`config.mk`:
```
export PLATFORM = sky130hd
export DESIGN_NAME = aes_dec_add_round_key
export DESIGN_NICKNAME = d
export VERILOG_FILES = /design/src/rtl/aes_dec_pkg.sv /design/src/rtl/aes_dec_round_key_store.sv /design/src/rtl/aes_dec_add_round_key.sv
export SDC_FILE = /design/constraint.sdc
export NUM_CORES = 2
export LEC_CHECK = 0
export ABC_CLOCK_PERIOD_IN_PS = 10840
export CAP_MARGIN = 20
export CELL_PAD_IN_SITES_DETAIL_PLACEMENT = 2
export CELL_PAD_IN_SITES_GLOBAL_PLACEMENT = 2
export CORE_UTILIZATION = 39
export DETAILED_ROUTE_END_ITERATION = 10
export PLACE_DENSITY_LB_ADDON = 0.1
export SYNTH_ARGS = -nofsm -noshare
export SYNTH_HDL_FRONTEND = slang
export SYNTH_SLANG_ARGS = --single-unit
export TNS_END_PERCENT = 20
```
`constraint.sdc`:
```
create_clock -name clk -period 10.84 [get_ports clk]
set_input_delay 1.084 -clock clk [delete_from_list [all_inputs] [get_ports clk]]
set_output_delay 1.084 -clock clk [all_outputs]
set_load 0.03 [all_outputs]
```
`src/rtl/aes_dec_pkg.sv`:
```
// Shared types and constants for the AES inverse-cipher datapath.
package aes_dec_pkg;

  localparam int NR_AES128 = 10;
  localparam int NR_AES192 = 12;
  localparam int NR_AES256 = 14;

  // 128-bit state or round key; byte 0 sits in [127:120]
  typedef logic [127:0] aes_block_t;

  typedef enum logic {
    IDLE   = 1'b0,
    ACTIVE = 1'b1
  } ark_state_t;

endpackage

```
`src/rtl/aes_dec_round_key_store.sv`:
```
// Round-key register file (NR+1 entries) with a loaded mask.
// Writes land only when the owner allows it and the index is in range;
// a rejected write pulses wr_err on the following cycle.
import aes_dec_pkg::*;

module aes_dec_round_key_store #(
  parameter int NR     = 10,
  parameter int RIDX_W = 4
) (
  input  logic              clk,
  input  logic              rst,
  input  logic              wr_en,
  input  logic              wr_allow,
  input  logic [RIDX_W-1:0] wr_idx,
  input  aes_block_t        wr_data,
  output logic              wr_err,
  input  logic [RIDX_W-1:0] rd_idx,
  output aes_block_t        rd_data,
  output logic              keys_ready
);

  localparam logic [RIDX_W-1:0] NR_IDX = RIDX_W'(NR);

  aes_block_t  keys [0:NR];
  logic [NR:0] loaded;
  logic        wr_take;

  assign wr_take = wr_en & wr_allow & (wr_idx <= NR_IDX);

  // key contents are deliberately not reset; the loaded mask guards them
  always_ff @(posedge clk) begin
    if (wr_take) keys[wr_idx] <= wr_data;
  end

  // loaded mask and write-reject pulse
  always_ff @(posedge clk) begin
    if (rst) begin
      loaded <= '0;
      wr_err <= 1'b0;
    end else begin
      if (wr_take) loaded[wr_idx] <= 1'b1;
      wr_err <= wr_en & ~wr_take;
    end
  end

  assign rd_data    = (rd_idx <= NR_IDX) ? keys[rd_idx] : '0;
  assign keys_ready = &loaded;

endmodule

```
`src/rtl/aes_dec_add_round_key.sv`:
```
// AddRoundKey stage of the iterative AES inverse cipher.
// Counts rounds down NR..0, XORs each beat with the matching round key and
// registers the result with round tags for the InvMixColumns stage.
// Optional build macro AES_DEC_ARK_SEQ_CHECK_EN adds a seq_err pulse for
// out-of-order block framing (first beat in ACTIVE, non-first beat in IDLE).
import aes_dec_pkg::*;

module aes_dec_add_round_key #(
  parameter int NR     = 10,
  parameter int RIDX_W = 4
) (
  input  logic              clk,
  input  logic              rst,
  input  logic              key_wr_en,
  input  logic [RIDX_W-1:0] key_wr_idx,
  input  logic [127:0]      key_wr_data,
  output logic              key_wr_err,
  output logic              keys_ready,
  input  logic              in_valid,
  output logic              in_ready,
  input  logic              in_first,
  input  logic [127:0]      data_in,
  output logic              out_valid,
  input  logic              out_ready,
  output logic [127:0]      data_out,
  output logic [RIDX_W-1:0] out_round,
  output logic              out_mix,
  output logic              out_last
`ifdef AES_DEC_ARK_SEQ_CHECK_EN
  ,
  output logic              seq_err
`endif
);

  localparam logic [RIDX_W-1:0] NR_IDX = RIDX_W'(NR);

  ark_state_t        state, state_nxt;
  logic [RIDX_W-1:0] rcnt, rcnt_nxt, round_sel;
  logic              accept, restart, wr_allow;
  aes_block_t        round_key;

  assign in_ready  = keys_ready & (~out_valid | out_ready);
  assign accept    = in_valid & in_ready;
  // a first beat, or any beat while idle, starts a fresh block at key[NR]
  assign restart   = (state == IDLE) | in_first;
  assign round_sel = restart ? NR_IDX : rcnt;
  // keys may only change while nothing is in flight
  assign wr_allow  = (state == IDLE) & ~out_valid & ~accept;

  aes_dec_round_key_store #(.NR(NR), .RIDX_W(RIDX_W)) u_key_store (
    .clk        (clk),
    .rst        (rst),
    .wr_en      (key_wr_en),
    .wr_allow   (wr_allow),
    .wr_idx     (key_wr_idx),
    .wr_data    (key_wr_data),
    .wr_err     (key_wr_err),
    .rd_idx     (round_sel),
    .rd_data    (round_key),
    .keys_ready (keys_ready)
  );

  // round sequencer state register
  always_ff @(posedge clk) begin
    if (rst) begin
      state <= IDLE;
      rcnt  <= '0;
    end else begin
      state <= state_nxt;
      rcnt  <= rcnt_nxt;
    end
  end

  // round sequencer next state: advance only on an accepted beat
  always_comb begin
    state_nxt = state;
    rcnt_nxt  = rcnt;
    if (accept) begin
      if (restart) begin
        if (NR > 0) begin
          state_nxt = ACTIVE;
          rcnt_nxt  = NR_IDX - RIDX_W'(1);
        end else begin
          state_nxt = IDLE;
        end
      end else if (rcnt == '0) begin
        state_nxt = IDLE;
      end else begin
        rcnt_nxt = rcnt - RIDX_W'(1);
      end
    end
  end

  // single output register; data and tags move only on accept
  always_ff @(posedge clk) begin
    if (rst) begin
      out_valid <= 1'b0;
      data_out  <= '0;
      out_round <= '0;
      out_mix   <= 1'b0;
      out_last  <= 1'b0;
    end else begin
      if (accept) begin
        out_valid <= 1'b1;
        data_out  <= data_in ^ round_key;
        out_round <= round_sel;
        out_mix   <= (round_sel != '0) && (round_sel != NR_IDX);
        out_last  <= (round_sel == '0);
      end else if (out_ready) begin
        out_valid <= 1'b0;
      end
    end
  end

`ifdef AES_DEC_ARK_SEQ_CHECK_EN
  // flag framing anomalies one cycle after the offending accept
  always_ff @(posedge clk) begin
    if (rst) seq_err <= 1'b0;
    else     seq_err <= accept & ((state == IDLE) ? ~in_first : in_first);
  end
`endif

endmodule

```
* After elaboration in Yosys (flattened, before gate mapping)
Memories as Yosys holds them, arrays and structs flattened.
Index checks and enable logic that the tools add are counted.
** Word-level totals
- Bits in registers :: 152
- Bits in writable memories :: 1408
- Bits of input ports :: 266
- Output and inout bits :: 138
- Memories :: 1
** Memory list
- u_key_store.keys :: words 11, width 128, read ports 1, clocked after memory_dff 0, wr ports 1, RTL line aes_dec_round_key_store.sv:24 : aes_block_t keys [0:NR];
** Cells by class
- $add $sub $neg :: 1
- Magnitude comparators :: 4
- Eq/ne operators :: 2
- Multiplexer cells :: 12
- Bitwise gates (word level) :: 15
- Reduce and logical (&&, ||, !) cells :: 10
** Operators with widths (number)
- two-way mux 128 bit :: 1
- bitwise XOR 128 bit :: 1
- two-way mux 4 bit :: 3
- bitwise OR 11 bit :: 1
- AND reduction 11 bit :: 1
- less-or-equal comparator 4 bit, second input constant :: 2
- zero test 4 bit :: 2
- bitwise AND 1 bit :: 7
- two-way mux 1 bit :: 7
- less-than comparator 4 x 5 -> 1 bit, second input constant :: 1
- demux 1 bit (select 4 bit) :: 1
- greater-or-equal comparator 4 x 1 -> 1 bit, second input constant :: 1
- inequality test 4 bit, second input constant :: 1
- NOT 1 bit :: 4
- AND reduction 2 bit :: 2
- nonzero test 2 bit :: 2
- nonzero test 4 bit :: 1
- subtractor 4 x 1 -> 4 bit, second input constant :: 1
- logical AND 1 bit :: 2
- inequality test 2 bit, second input constant :: 1
- bitwise OR 1 bit :: 2

* Longest topological paths before layout
- Depth in word-level cells :: 10
- Mapped depth :: 10
- Mapped depth without buffers :: 6

* Modules after synthesis
From an unflattened synthesis, not the netlist that was laid out.
** Unflattened totals
- Cell total of the unflattened synthesis :: 3341
- Area total of the unflattened synthesis :: 61253.7 um^2
** By module, submodules not included
- aes_dec_round_key_store :: instances 1, cells each 2715, area an instance 55179.2 um^2
- aes_dec_add_round_key :: instances 1, cells each 626, area an instance 6074.6 um^2

* Worst setup path after synthesis
No wires, ideal clock.
- Path type :: input -> register
- Start point :: input out_ready
- End point :: memory u_key_store.keys[0][0] in the netlist's numbering, enable pin
- Library setup time :: 0.776 ns
- Arrival time :: 10.502 ns
- Slack :: -0.438 ns
- Cell stages on the path :: 5
- Cells stage by stage :: nor2b_1 nor4_4 a21oi_1 nand2_1 nor3_1
** On the way
- Word-level cells in the longest chain between the ends :: 9
** Ends and longest elaborated chain
- from (decl) :: RTL line aes_dec_add_round_key.sv:24 : input logic out_ready,
- bitwise OR 1 bit :: RTL line aes_dec_add_round_key.sv:42 : assign in_ready = keys_ready & (~out_valid | out_ready);
- bitwise AND 1 bit :: RTL line aes_dec_add_round_key.sv:42
- named net in_ready :: RTL line aes_dec_add_round_key.sv:20 : output logic in_ready,
- bitwise AND 1 bit :: RTL line aes_dec_add_round_key.sv:43 : assign accept = in_valid & in_ready;
- NOT 1 bit :: RTL line aes_dec_add_round_key.sv:48 : assign wr_allow = (state == IDLE) & ~out_valid & ~accept;
- bitwise AND 1 bit :: RTL line aes_dec_add_round_key.sv:48
- bitwise AND 1 bit (2 in series) :: RTL line aes_dec_round_key_store.sv:28 : assign wr_take = wr_en & wr_allow & (wr_idx <= NR_IDX);
- two-way mux 1 bit :: RTL line aes_dec_round_key_store.sv:32 : if (wr_take) keys[wr_idx] <= wr_data;
- two-way mux 1 bit (implied by the code) :: RTL line aes_dec_round_key_store.sv:32
- to (decl) :: RTL line aes_dec_round_key_store.sv:24
The timed path passes the listed nets, and every way through them passes these cells.

* Worst setup path in the final report
- Start point :: register rcnt[0]
- End point :: register data_out[109]
** On the way
- Word-level cells in the longest chain between the ends :: 4
- Elaborated cells on any way between the ends :: 5
- Classes of those cells :: order compare (1); mux (2); bitwise (1); memory (1)
** Ends and longest elaborated chain
- from (decl) :: RTL line aes_dec_add_round_key.sv:38 : logic [RIDX_W-1:0] rcnt, rcnt_nxt, round_sel;
- from (signal assigned) :: RTL line aes_dec_add_round_key.sv:70 : rcnt <= rcnt_nxt;
- two-way mux 4 bit * :: RTL line aes_dec_add_round_key.sv:46 : assign round_sel = restart ? NR_IDX : rcnt;
- memory read (11 x 128 bit) or less-or-equal comparator 4 bit (tied branches)
- two-way mux 128 bit * :: RTL line aes_dec_round_key_store.sv:46 : assign rd_data = (rd_idx <= NR_IDX) ? keys[rd_idx] : '0;
- bitwise XOR 128 bit * :: RTL line aes_dec_add_round_key.sv:105 : data_out <= data_in ^ round_key;
- to (signal assigned) :: RTL line aes_dec_add_round_key.sv:105
- to (decl) :: RTL line aes_dec_add_round_key.sv:25 : output logic [127:0] data_out,
Every way passes the cells marked *; elsewhere a longest branch is shown, timed or not.
A chain may end at the register's enable or synchronous reset.

==> flow_summary_export.csv <==
group,metric,value,unit
placed_design,portBuffers,403,
critical_path,cp_max_fo,120,
cts,cts_hold_buffers,0,
cts,insertion_delay,0.80,ns
timing,setup_viol,0,
pwr,power_density,176,mW/mm^2
logic_synthesis,yosys_warnings,0,
logic_synthesis,synthesis.area,0.0605,sq mm
final_layout,synthToLayoutAreaGrowth,18.9,%
routing,wire_per_inst,30.8,um
logic_synthesis,synth_common_cells,"edfxtp_1, nand2_1, o21ai_1",
pwr,power_frac_seq,52.2,%
logic_synthesis,synth.avg_cell_area,15.1,sq um
logic_synthesis,ys_ff_latch,1560,
die,core-area,0.154,sq mm
critical_path,critPathKind,"reg2reg",
die,die_h,396,um
logic_synthesis,ys.flop_type,"edfxtp_1",
global_routing,first_global_vias,42100,
global_routing,grt_max_degree,155,
logic_synthesis,synthArstFlopShare,0,%
pwr,power_frac_clock,45.4,%
critical_path,crit_slowest_cell,"buf_4",
placed_design,dp_hpwl,105,mm
critical_path,rrSetupSlack,6.33,ns
pwr,peakVddDrop,0.147,mV
min_path,hp-class,"reg2reg",
global_routing,grt_first_pass_wirelength,293,mm
die,start_util,39.3,%
routing,drt_drc_violations_left,0,
timing,tightest_slew,1.13,ns
cts,cts_setup_buffers,0,
routing,wirelength,202,mm
logic_synthesis,syn_inst,4019,
critical_path,r2r-start,"rcnt[0]",
pwr,comb_power_share,2.4,%
timing,maxSlewHeadroom,24.3,%
global_routing,grtUsageTotal,25.5,%
routing,ant_nets,0,
logic_synthesis,synth_area_leader_cell,"edfxtp_1",
timing,finalHoldViolCount,0,
timing,fin_crit_sh,41.7,%
critical_path,cp.required,11.49,ns
cts,cts_root_buffer,"clkbuf_16",
critical_path,max_stage_delay,0.77,ns
die,rows,144,
critical_path,reg2regPathDepth,9,
logic_synthesis,seq_area_frac_synth,74.9,%
cts,clock-sinks,1560,
cts,cts_tree,"built",
status,status,"finished, final reports clean",
die,die_w,396,um
placed_design,routabilityCongestion,0.723,
critical_path,cp-start-kind,"flip-flop",
timing,tns,0,ns
routing,vias,38100,
timing,drv_slew,0,
logic_synthesis,ys_top_cells_by_area,"edfxtp_1, dfxtp_1, o21ai_1",
logic_synthesis,synth.most_common_cell,"edfxtp_1",
logic_synthesis,synth_cell_types,43,
timing,rsz0062_at_grt,"false",
pwr,switching_share,21.0,%
die,die_area,0.157,sq mm
cts,cts_max_level,4,
critical_path,worstSetupStartpoint,"rcnt[0]",
pwr,p_int,10.0,mW
timing,min_period,4.51,ns
die,io_pins,404,
critical_path,critical_path_arrival,5.16,ns
final_layout,final_util,46.7,%
cts,clk_pin_slew,0.06,ns
final_layout,stdcell_count,6564,
routing,via_per_inst,5.80,
logic_synthesis,synth_nets,4287,
timing,fin_skew,0.0221,ns
pwr,power,12.7,mW
logic_synthesis,synth_top_cell_area_share,69.8,%
cts,cts_resized,0,
critical_path,end_kind,"flip-flop",
cts,cts_buffers,173,
pwr,p_sw,2.66,mW
cts,clock_tree.buffer_depth,3,
critical_path,crit_chain,"buf_4, buf_12, buf_4, mux2_2, o22ai_1, nor3_1, o21ai_1, xor2_1, o21ai_1",
critical_path,r2r_end,"data_out[109]",
final_layout,nNetsFinal,4633,
routing,dr.pass1.iters,5,
timing,fmax,221,MHz
final_layout,drive_gt1_share,12.6,%
global_routing,overflow,0,
pwr,total_leakage_power,22.1,nW
routing,drt_iter0_markers,2215,
global_routing,antenna_found_initial,24,
flow_run,max_cap_viol_count,0,
logic_synthesis,synth_edf_count,1408,
critical_path,crit_end,"data_out[109]",
placed_design,dp.cells,6234,
-- layout make-up --
type / instances / area [sq um]
clock buffer: 233 / 4700
multi-input combinational: 2149 / 13900
timing repair buffer: 474 / 4670
clock inverter: 92 / 822
tap: 2044 / 2560
fill: 14500 / 82000
sequential: 1560 / 45300
antenna: 5 / 12.5
inverter: 7 / 31.3
-- cells by family after synthesis --
family          after synthesis  synth area share, %
compound gates             1182                 13.0
xor+xnor                    130                 1.88
fa+ha+maj                     2               0.0413
buf+inv                     310                 2.41
flops                      1560                 74.9
mux                         130                 2.41
simple gates                705                 5.34
-- sequential cells by signal (all words and copies together), names as in the netlist, 4 cells and up --
register	count
u_key_store.loaded	11
out_round	4
data_out	128
u_key_store.keys	1408
rcnt	4
-- layer usage --
metal,part of all wire (%),track usage (%)
met5,0.048,0
met4,2.3,6.80
met2,51,45.2
met3,4.1,3.72
met1,43,32.6
-- power groups by stage --
stage	registers [mW]	clock network, mW	logic [mW]
2_1_floorplan	6.77	0	0.0723
3_3_place_gp	6.76	0	0.300
3_5_place_dp	6.76	0	0.311
4_1_cts	6.63	5.88	0.312
5_1_grt	6.64	6.09	0.327
6_report	6.63	5.77	0.305
-- worst min-delay path by stage --
stage,slack (ns),endpoint,depth (start not counted),start
after floorplan,0.44,u_key_store.loaded[6],1,u_key_store.loaded[6]
after global placement,0.43,data_out[97],2,data_out[97]
after detailed placement,0.44,data_out[122],2,data_out[122]
after CTS,0.45,data_out[122],2,data_out[122]
after global routing,0.47,data_out[122],2,data_out[122]
final,0.44,data_out[122],2,data_out[122]
-- metrics by stage --
stage / hold slack, ns / cell area [sq um] / setup slack [ns]
detailed placement: 0.442 / 66500 / 5.63
CTS: 0.450 / 72000 / 6.30
global placement: 0.435 / 66400 / 5.76
finish: 0.444 / 72000 / 6.33
floorplan: 0.440 / 60500 / 2.60
global route: 0.467 / 72000 / 6.10
-- worst max-delay path, delay by kind of cell, from the launching register on --
family / cells / cell delay, ns
XOR/XNOR: 1 / 0.19
buffers and inverters: 3 / 2.14
AND/OR/NAND/NOR: 1 / 0.07
flip-flops: 1 / 0.69
multiplexers: 1 / 0.41
AO/OA/AOI/OAI: 3 / 0.65
-- cell usage in the layout, fill, tap and decap left out, types with 32 or more instances in the layout --
cell type,synthesis,layout
clkbuf_16,0,174
nor3_1,131,129
o221ai_1,126,126
mux2_2,128,128
o21ai_1,364,364
a211oi_2,101,101
a21oi_1,268,268
buf_4,2,63
clkinv_1,0,32
clkbuf_1,142,47
o22ai_1,128,128
nand2_1,398,397
nor2b_1,130,128
edfxtp_1,1408,1408
xor2_1,129,129
clkdlybuf4s50_1,0,403
a311oi_1,128,128
dfxtp_1,152,151
(Power assumes the default switching activity.)
